`config.mk`:
```
export PLATFORM = sky130hd
export DESIGN_NAME = hazard_forward_unit
export DESIGN_NICKNAME = d
export VERILOG_FILES = /design/src/rtl/hazard_pkg.sv /design/src/rtl/hazard_operand_sel.sv /design/src/rtl/hazard_forward_unit.sv
export SDC_FILE = /design/constraint.sdc
export NUM_CORES = 1
export LEC_CHECK = 0
export ABC_AREA = 0
export CORE_AREA = 2 2 185 187
export DETAILED_ROUTE_END_ITERATION = 8
export DIE_AREA = 0 0 187 189
export GPL_TIMING_DRIVEN = 0
export PLACE_DENSITY = 0.59
export SYNTH_ARGS = -nofsm -noshare
export SYNTH_HDL_FRONTEND = slang
export SYNTH_SLANG_ARGS = --single-unit
```
`constraint.sdc`:
```
create_clock -name clk -period 4.55 [get_ports clk]
set_input_delay 0.6825 -clock clk [delete_from_list [all_inputs] [get_ports clk]]
set_output_delay 0.6825 -clock clk [all_outputs]
set_load 0.01 [all_outputs]
```
`src/rtl/hazard_pkg.sv`:
```
// hazard_pkg: shared types for the data-hazard / forwarding unit.
//   sb_entry_t : scoreboard entry tracking one in-flight instruction
//   fwd_src_e  : where a resolved decode operand comes from
//   REG_ZERO   : hard-wired zero register index (never forwarded)
package hazard_pkg;

  // Entry rd field is sized for the widest register index in use; narrower
  // indices are zero-extended on entry and on compare.
  localparam int unsigned SB_RD_W  = 8;
  localparam int unsigned REG_ZERO = 0;

  typedef struct packed {
    logic               valid;
    logic [SB_RD_W-1:0] rd;
    logic               rd_we;
    logic               is_load;
    logic               is_muldiv;
  } sb_entry_t;

  typedef enum logic [1:0] {
    FWD_RF,
    FWD_DM,
    FWD_STAGE
  } fwd_src_e;

endpackage

```
`src/rtl/hazard_operand_sel.sv`:
```
// hazard_operand_sel: priority match of one decode source operand against
// the scoreboard. The youngest matching entry wins.
//   i_rs / i_rs_used : source register index and its use flag
//   i_sb             : scoreboard entries 1..FWD_DEPTH (1 = execute)
//   i_skip_e1        : ignore entry 1 (execute frozen by a mul/div)
//   o_src / o_idx    : forwarding source and matching stage number
//   o_stall_req      : operand depends on a load not yet at LOAD_STAGE
module hazard_operand_sel
  import hazard_pkg::*;
#(
  parameter int unsigned REG_ADDR_W = 5,
  parameter int unsigned FWD_DEPTH  = 2,
  parameter int unsigned LOAD_STAGE = 2,
  parameter int unsigned IDX_W      = 2
) (
  input  logic [REG_ADDR_W-1:0]   i_rs,
  input  logic                    i_rs_used,
  input  sb_entry_t [FWD_DEPTH:1] i_sb,
  input  logic                    i_skip_e1,
  output fwd_src_e                o_src,
  output logic [IDX_W-1:0]        o_idx,
  output logic                    o_stall_req
);

  logic w_unused_md;

  // Scan oldest to youngest so the youngest match is the last one written.
  always_comb begin
    o_src       = FWD_RF;
    o_idx       = '0;
    o_stall_req = 1'b0;
    for (int unsigned k = FWD_DEPTH; k >= 1; k--) begin
      if (i_rs_used && (i_rs != REG_ADDR_W'(REG_ZERO)) &&
          !(i_skip_e1 && (k == 1)) &&
          i_sb[k].valid && i_sb[k].rd_we &&
          (i_sb[k].rd == SB_RD_W'(i_rs))) begin
        if (i_sb[k].is_load && (k < LOAD_STAGE)) begin
          o_src       = FWD_RF;
          o_idx       = '0;
          o_stall_req = 1'b1;
        end else if (i_sb[k].is_load && (k == LOAD_STAGE)) begin
          o_src       = FWD_DM;
          o_idx       = IDX_W'(k);
          o_stall_req = 1'b0;
        end else begin
          o_src       = FWD_STAGE;
          o_idx       = IDX_W'(k);
          o_stall_req = 1'b0;
        end
      end
    end
  end

  always_comb begin
    w_unused_md = 1'b0;
    for (int unsigned k = 1; k <= FWD_DEPTH; k++) begin
      w_unused_md = w_unused_md ^ i_sb[k].is_muldiv;
    end
  end

endmodule

```
`src/rtl/hazard_forward_unit.sv`:
```
// hazard_forward_unit: data-hazard unit beside decode. Tracks destination
// registers of FWD_DEPTH downstream stages, forwards operands, stalls
// fetch/decode on load-use, and (optionally) freezes execute for mul/div.
// Optional feature macro: HAZARD_MULDIV_STALL_EN (mul/div busy counter).
// Ports:
//   clk, rst (sync, active-high)
//   dec_*          : decode-stage instruction info and register-file operands
//   stage_result   : result in stage k at slice k-1
//   dm_read_data   : load data at LOAD_STAGE
//   flush          : taken branch/jump resolved in execute
//   operand_out, fwd_hit : resolved operands and per-operand forward flags
//   *_enable_ff, d_to_e_bubble : pipeline register controls
module hazard_forward_unit
  import hazard_pkg::*;
#(
  parameter int unsigned XLEN       = 64,
  parameter int unsigned REG_ADDR_W = 5,
  parameter int unsigned NUM_SRC    = 2,
  parameter int unsigned FWD_DEPTH  = 2,
  parameter int unsigned LOAD_STAGE = 2,
  parameter int unsigned MULDIV_LAT = 4
) (
  input  logic                          clk,
  input  logic                          rst,
  input  logic                          dec_valid,
  input  logic [REG_ADDR_W-1:0]         dec_rd,
  input  logic                          dec_rd_we,
  input  logic                          dec_is_load,
  input  logic                          dec_is_muldiv,
  input  logic [NUM_SRC*REG_ADDR_W-1:0] dec_rs,
  input  logic [NUM_SRC-1:0]            dec_rs_used,
  input  logic [NUM_SRC*XLEN-1:0]       dec_operand,
  input  logic [FWD_DEPTH*XLEN-1:0]     stage_result,
  input  logic [XLEN-1:0]               dm_read_data,
  input  logic                          flush,
  output logic [NUM_SRC*XLEN-1:0]       operand_out,
  output logic [NUM_SRC-1:0]            fwd_hit,
  output logic                          f_to_d_enable_ff,
  output logic                          d_to_e_enable_ff,
  output logic                          e_to_m_enable_ff,
  output logic                          d_to_e_bubble
);

  localparam int unsigned IDX_W = $clog2(FWD_DEPTH + 1);

  sb_entry_t [FWD_DEPTH:1] r_sb;
  sb_entry_t               w_new_e1;
  fwd_src_e                w_src [NUM_SRC];
  logic [IDX_W-1:0]        w_idx [NUM_SRC];
  logic [NUM_SRC-1:0]      w_stall_req;
  logic                    w_busy;
  logic                    w_load_use;

`ifdef HAZARD_MULDIV_STALL_EN
  localparam int unsigned MD_W = (MULDIV_LAT > 1) ? $clog2(MULDIV_LAT) : 1;
  logic [MD_W-1:0] r_mdcnt;
  assign w_busy           = (r_mdcnt != '0);
  assign e_to_m_enable_ff = ~w_busy;
`else
  localparam int unsigned W_UNUSED_MD_LAT = MULDIV_LAT;
  assign w_busy           = 1'b0;
  assign e_to_m_enable_ff = 1'b1;
`endif

  for (genvar i = 0; i < NUM_SRC; i++) begin : g_sel
    hazard_operand_sel #(
      .REG_ADDR_W (REG_ADDR_W),
      .FWD_DEPTH  (FWD_DEPTH),
      .LOAD_STAGE (LOAD_STAGE),
      .IDX_W      (IDX_W)
    ) u_sel (
      .i_rs        (dec_rs[i*REG_ADDR_W +: REG_ADDR_W]),
      .i_rs_used   (dec_rs_used[i]),
      .i_sb        (r_sb),
      .i_skip_e1   (w_busy),
      .o_src       (w_src[i]),
      .o_idx       (w_idx[i]),
      .o_stall_req (w_stall_req[i])
    );
  end

  always_comb begin
    operand_out = dec_operand;
    fwd_hit     = '0;
    for (int unsigned i = 0; i < NUM_SRC; i++) begin
      case (w_src[i])
        FWD_DM: begin
          operand_out[i*XLEN +: XLEN] = dm_read_data;
          fwd_hit[i]                  = 1'b1;
        end
        FWD_STAGE: begin
          fwd_hit[i] = 1'b1;
          for (int unsigned k = 1; k <= FWD_DEPTH; k++) begin
            if (w_idx[i] == IDX_W'(k)) begin
              operand_out[i*XLEN +: XLEN] = stage_result[(k-1)*XLEN +: XLEN];
            end
          end
        end
        default: ;
      endcase
    end
  end

  assign w_load_use = dec_valid & (|w_stall_req);

  // Busy freeze dominates; flush turns a load-use stall into a plain bubble.
  always_comb begin
    if (w_busy) begin
      f_to_d_enable_ff = 1'b0;
      d_to_e_enable_ff = 1'b0;
      d_to_e_bubble    = 1'b0;
    end else begin
      f_to_d_enable_ff = ~w_load_use | flush;
      d_to_e_enable_ff = 1'b1;
      d_to_e_bubble    = w_load_use | flush;
    end
  end

  always_comb begin
    w_new_e1 = '0;
    if (dec_valid && !d_to_e_bubble) begin
      w_new_e1.valid     = 1'b1;
      w_new_e1.rd        = SB_RD_W'(dec_rd);
      w_new_e1.rd_we     = dec_rd_we;
      w_new_e1.is_load   = dec_is_load;
      w_new_e1.is_muldiv = dec_is_muldiv;
    end
  end

  always_ff @(posedge clk) begin
    if (rst) begin
      r_sb <= '0;
`ifdef HAZARD_MULDIV_STALL_EN
      r_mdcnt <= '0;
`endif
    end else if (w_busy) begin
      // Execute holds its mul/div; memory gets a hole, older stages drain.
      for (int unsigned k = FWD_DEPTH; k >= 3; k--) begin
        r_sb[k] <= r_sb[k-1];
      end
      r_sb[2] <= '0;
`ifdef HAZARD_MULDIV_STALL_EN
      r_mdcnt <= r_mdcnt - MD_W'(1);
`endif
    end else begin
      for (int unsigned k = FWD_DEPTH; k >= 2; k--) begin
        r_sb[k] <= r_sb[k-1];
      end
      r_sb[1] <= w_new_e1;
`ifdef HAZARD_MULDIV_STALL_EN
      if (w_new_e1.valid && w_new_e1.is_muldiv) begin
        r_mdcnt <= MD_W'(MULDIV_LAT - 1);
      end
`endif
    end
  end

endmodule

```
==> out/qor.txt <==
Dominant cells by area after synthesis = a221oi_2, o31a_1, a21oi_1, a221oi_1, inv_1
FF+latch count, synth = 16
DRT iter0 DRCs = 765
Post-synth cell types = 41
GR Overflow Total = 0
Hold/Removal Path Class = reg2reg
Status = completed
Crit path capture type = output port
Die area = 35300 sq um
RR Endpoint = r_sb[1]$_SDFF_PP0_
CP bufs+invs = 5
Hold WS = 0.490 ns
Top Usage Layer GRT = met2
RSZ-0062 raised after global routing = no
Max_cap viols = 0
Area delta synth->final = 83.7%
Number of vias per cell = 5.72
Hold path start = r_sb[2]$_SDFF_PP0_
Routed vias = 11100
Clock tree buffer depth = 2
Ys flop type = dfxtp_1
Final antenna-violating net count = 0
Overall routed net length = 49600 um
Worst path required time = 3.87 ns
I/O Buffers = 474
Top Registers = r_sb: 16 flops
Clk_lat worst skew = 0.24 ns
Max stage delay on crit path = 0.57 ns
Most repeated cell in the gate-level netlist after synthesis = inv_1
Count of final setup violators = 0
Largest area contributor in the netlist = a221oi_2
Data arrival time at the worst-slack endpoint = 3.77 ns
PD cells = 72.7 nW/um^2
Finished Core Util = 41.7%
Max FFs per register = 16
Clk pin slew, worst setup/hold paths = 0.04 ns
R2R cell count = 7
Clk root buf = clkbuf_16
DP Worst Slack = -1.83 ns
Mux share of post-synthesis cell area = 0.149%
Cts hold-fix bufs = 0
WHS Endpoint = r_sb[14]$_SDFF_PP0_
Crit Path Max Fanout = 10
RePlAce Congestion = 0.921
Total CTS buffers = 3
R2R Path Start = r_sb[5]$_SDFF_PP0_
Adder-Cell Fraction of Synth Area = 0.663%
P_leak = 5.44 nW
Fraction of layout cells with a size suffix above 1 = 24.1%
Largest net degree at the start of global routing = 11
GR Util met3 = 5.54%
Cell at the slowest stage of the critical path = or4_4
Clk sinks = 16
# IOs = 478
Hold path depth = 1
Worst-path cell chain = dlygate4sd2_1 -> or4_4 -> o211ai_4 -> nor3_1 -> nor3_1 -> inv_1 -> ha_4 -> clkbuf_8 -> clkbuf_8 -> a221oi_4 -> a221oi_4 -> dlygate4sd2_1
Worst Tran Pin Value = 1.14 ns
Critical Setup Path Class = in2out
Mean routed wirelength per cell = 25.6 um
Skew final = 0.000927 ns
Relative slew slack = 23.6%
Vias in the first global route = 11600
Largest delay share family, worst path = buffers and inverters
Async S/R FF share, synth = 0%
Residual DRC count = 0
Max-slew violation count = 0
Simple-Gate Fraction of Synth Area = 9.10%
Die Span Y = 189 um
Starting Density = 22.7%
Core Area = 33300 sq um
Synth Cell Area = 7550 sq um
Tcrit/Tclk final = 97.9%
Mean Syn Cell Area = 7.53 sq um
R2R setup slack = 2.29 ns
Maximum clock rate = 0.224 GHz
H-tree depth = 1
Detailed Place HPWL = 38800 um
Die X-Extent = 187 um
Yosys warnings = 0
Initial antenna violation count = 7
Synth Area in Compound Gates = 68.0%
Crit path time final = 4.46 ns
Post-layout nets = 1837
Post-synthesis sequential area ratio = 4.24%
Commonest cells in the synthesized netlist = inv_1, a221oi_2, a21oi_1
Largest Register = r_sb
Post-synth top area share = 25.8%
GRT Overall Usage = 26.5%
VDD IR-drop max = 0.109 mV
Largest family of logic cells by synthesized area = compound AO/OA/AOI/OAI gates
EDFF count, synth = 0
First-pass GRT wire length = 72500 um
Tot Pwr = 1.01 mW
CTS tree = yes
Global Route met2 Usage = 46.8%
# rows = 67
Worst setup margin = 0.0946 ns
Global-route met1 utilization = 31.8%
Xor/xnor share of the synthesized area = 2.32%
Startpoint types = primary input
Drt pass-1 iters = 7
Final Hold Fails = 0
Post-Synthesis Cells = 1003
==> cell families after synthesis <==
kind of cell / count (synthesis)
adder cells (fa/ha/maj): 4
buffers and inverters: 269
AO/OA/AOI/OAI: 583
flip-flops: 16
XOR/XNOR: 20
other: 1
multiplexers: 1
AND/OR/NAND/NOR: 109
==> repair_timing <==
item / 4_1_cts / 5_1_grt
pin swaps: 15 / 3
gates resized for setup: 524 / 48
setup buffers: 7 / 1
endpoints found under the setup margin: 130 / 127
==> power breakdown <==
group	internal, mW	switching (mW)
registers	0.144	0.00342
clock network	0.115	0.0452
logic	0.412	0.290
==> worst reg2reg max path, stage by stage (launching register included) <==
cell,delay [ns]
dfxtp_1,0.33
xnor2_1,0.26
o211ai_4,0.12
buf_4,0.16
or3_2,0.52
a21oi_1,0.45
nor4b_4,0.13
and2_1,0.19
==> per-layer routing <==
| layer | vias to the layer above | wire length, um |
|---|---|---|
| li1 | 5026 | - |
| met1 | 5343 | 19800 |
| met2 | 615 | 24100 |
| met3 | 109 | 3960 |
| met4 | 6 | 1740 |
| met5 | - | 34 |
==> metrics by stage <==
step / instances / setup TNS (ns) / instance area (sq um)
after floorplan: 1004 / 0 / 7550
after global placement: 1926 / -190.26 / 12900
after detailed placement: 1926 / -190.34 / 12900
after CTS: 1934 / -0.000327 / 13800
after global routing: 1936 / 0 / 13900
final: 1939 / 0 / 13900
==> final cells by class <==
class                           instances  area (sq um)
Buffer                                131          1210
Multi-Input combinational cell        719          6600
Antenna cell                            4          10.0
Timing Repair Buffer                  482          4580
Fill cell                            3431         19400
Inverter                              136           510
Sequential cell                        16           320
Tap cell                              448           561
Clock buffer                            3          75.1
==> layout by cell type (no fill, tap or decap), types with 3 or more instances in the layout <==
cell and count:
o21ai_0 60, a21oi_1 129, inv_1 136, o21ai_1 4
a221oi_1 45, and2_1 7, nand4_1 4, nor2_2 3
clkbuf_4 21, clkbuf_16 8, a211oi_2 19, nor2_1 5
clkbuf_2 13, buf_2 42, a211oi_1 44, clkbuf_1 24
dfxtp_1 16, a221oi_2 125, diode_2 4, xor2_1 5
clkdlybuf4s50_1 336, nor2b_1 7, clkdlybuf4s15_2 16, dlygate4sd2_1 73
xnor2_1 14, nor3_1 4, buf_6 15, or3_1 65
a221oi_4 22, buf_4 20, o31a_1 128, clkbuf_8 35
dlymetal6s2s_1 7
==> how the worst max path moves through the flow <==
stage | cells past startpoint | to | start
2_1_floorplan | 12 | operand_out[63] | dec_rs[1]
3_3_place_gp | 14 | operand_out[114] | dec_rs[6]
3_5_place_dp | 14 | operand_out[114] | dec_rs[5]
4_1_cts | 13 | operand_out[114] | dec_rs[7]
5_1_grt | 13 | operand_out[62] | dec_rs[1]
6_report | 12 | operand_out[52] | dec_rs[1]
Power figures use the tool's default switching activity.
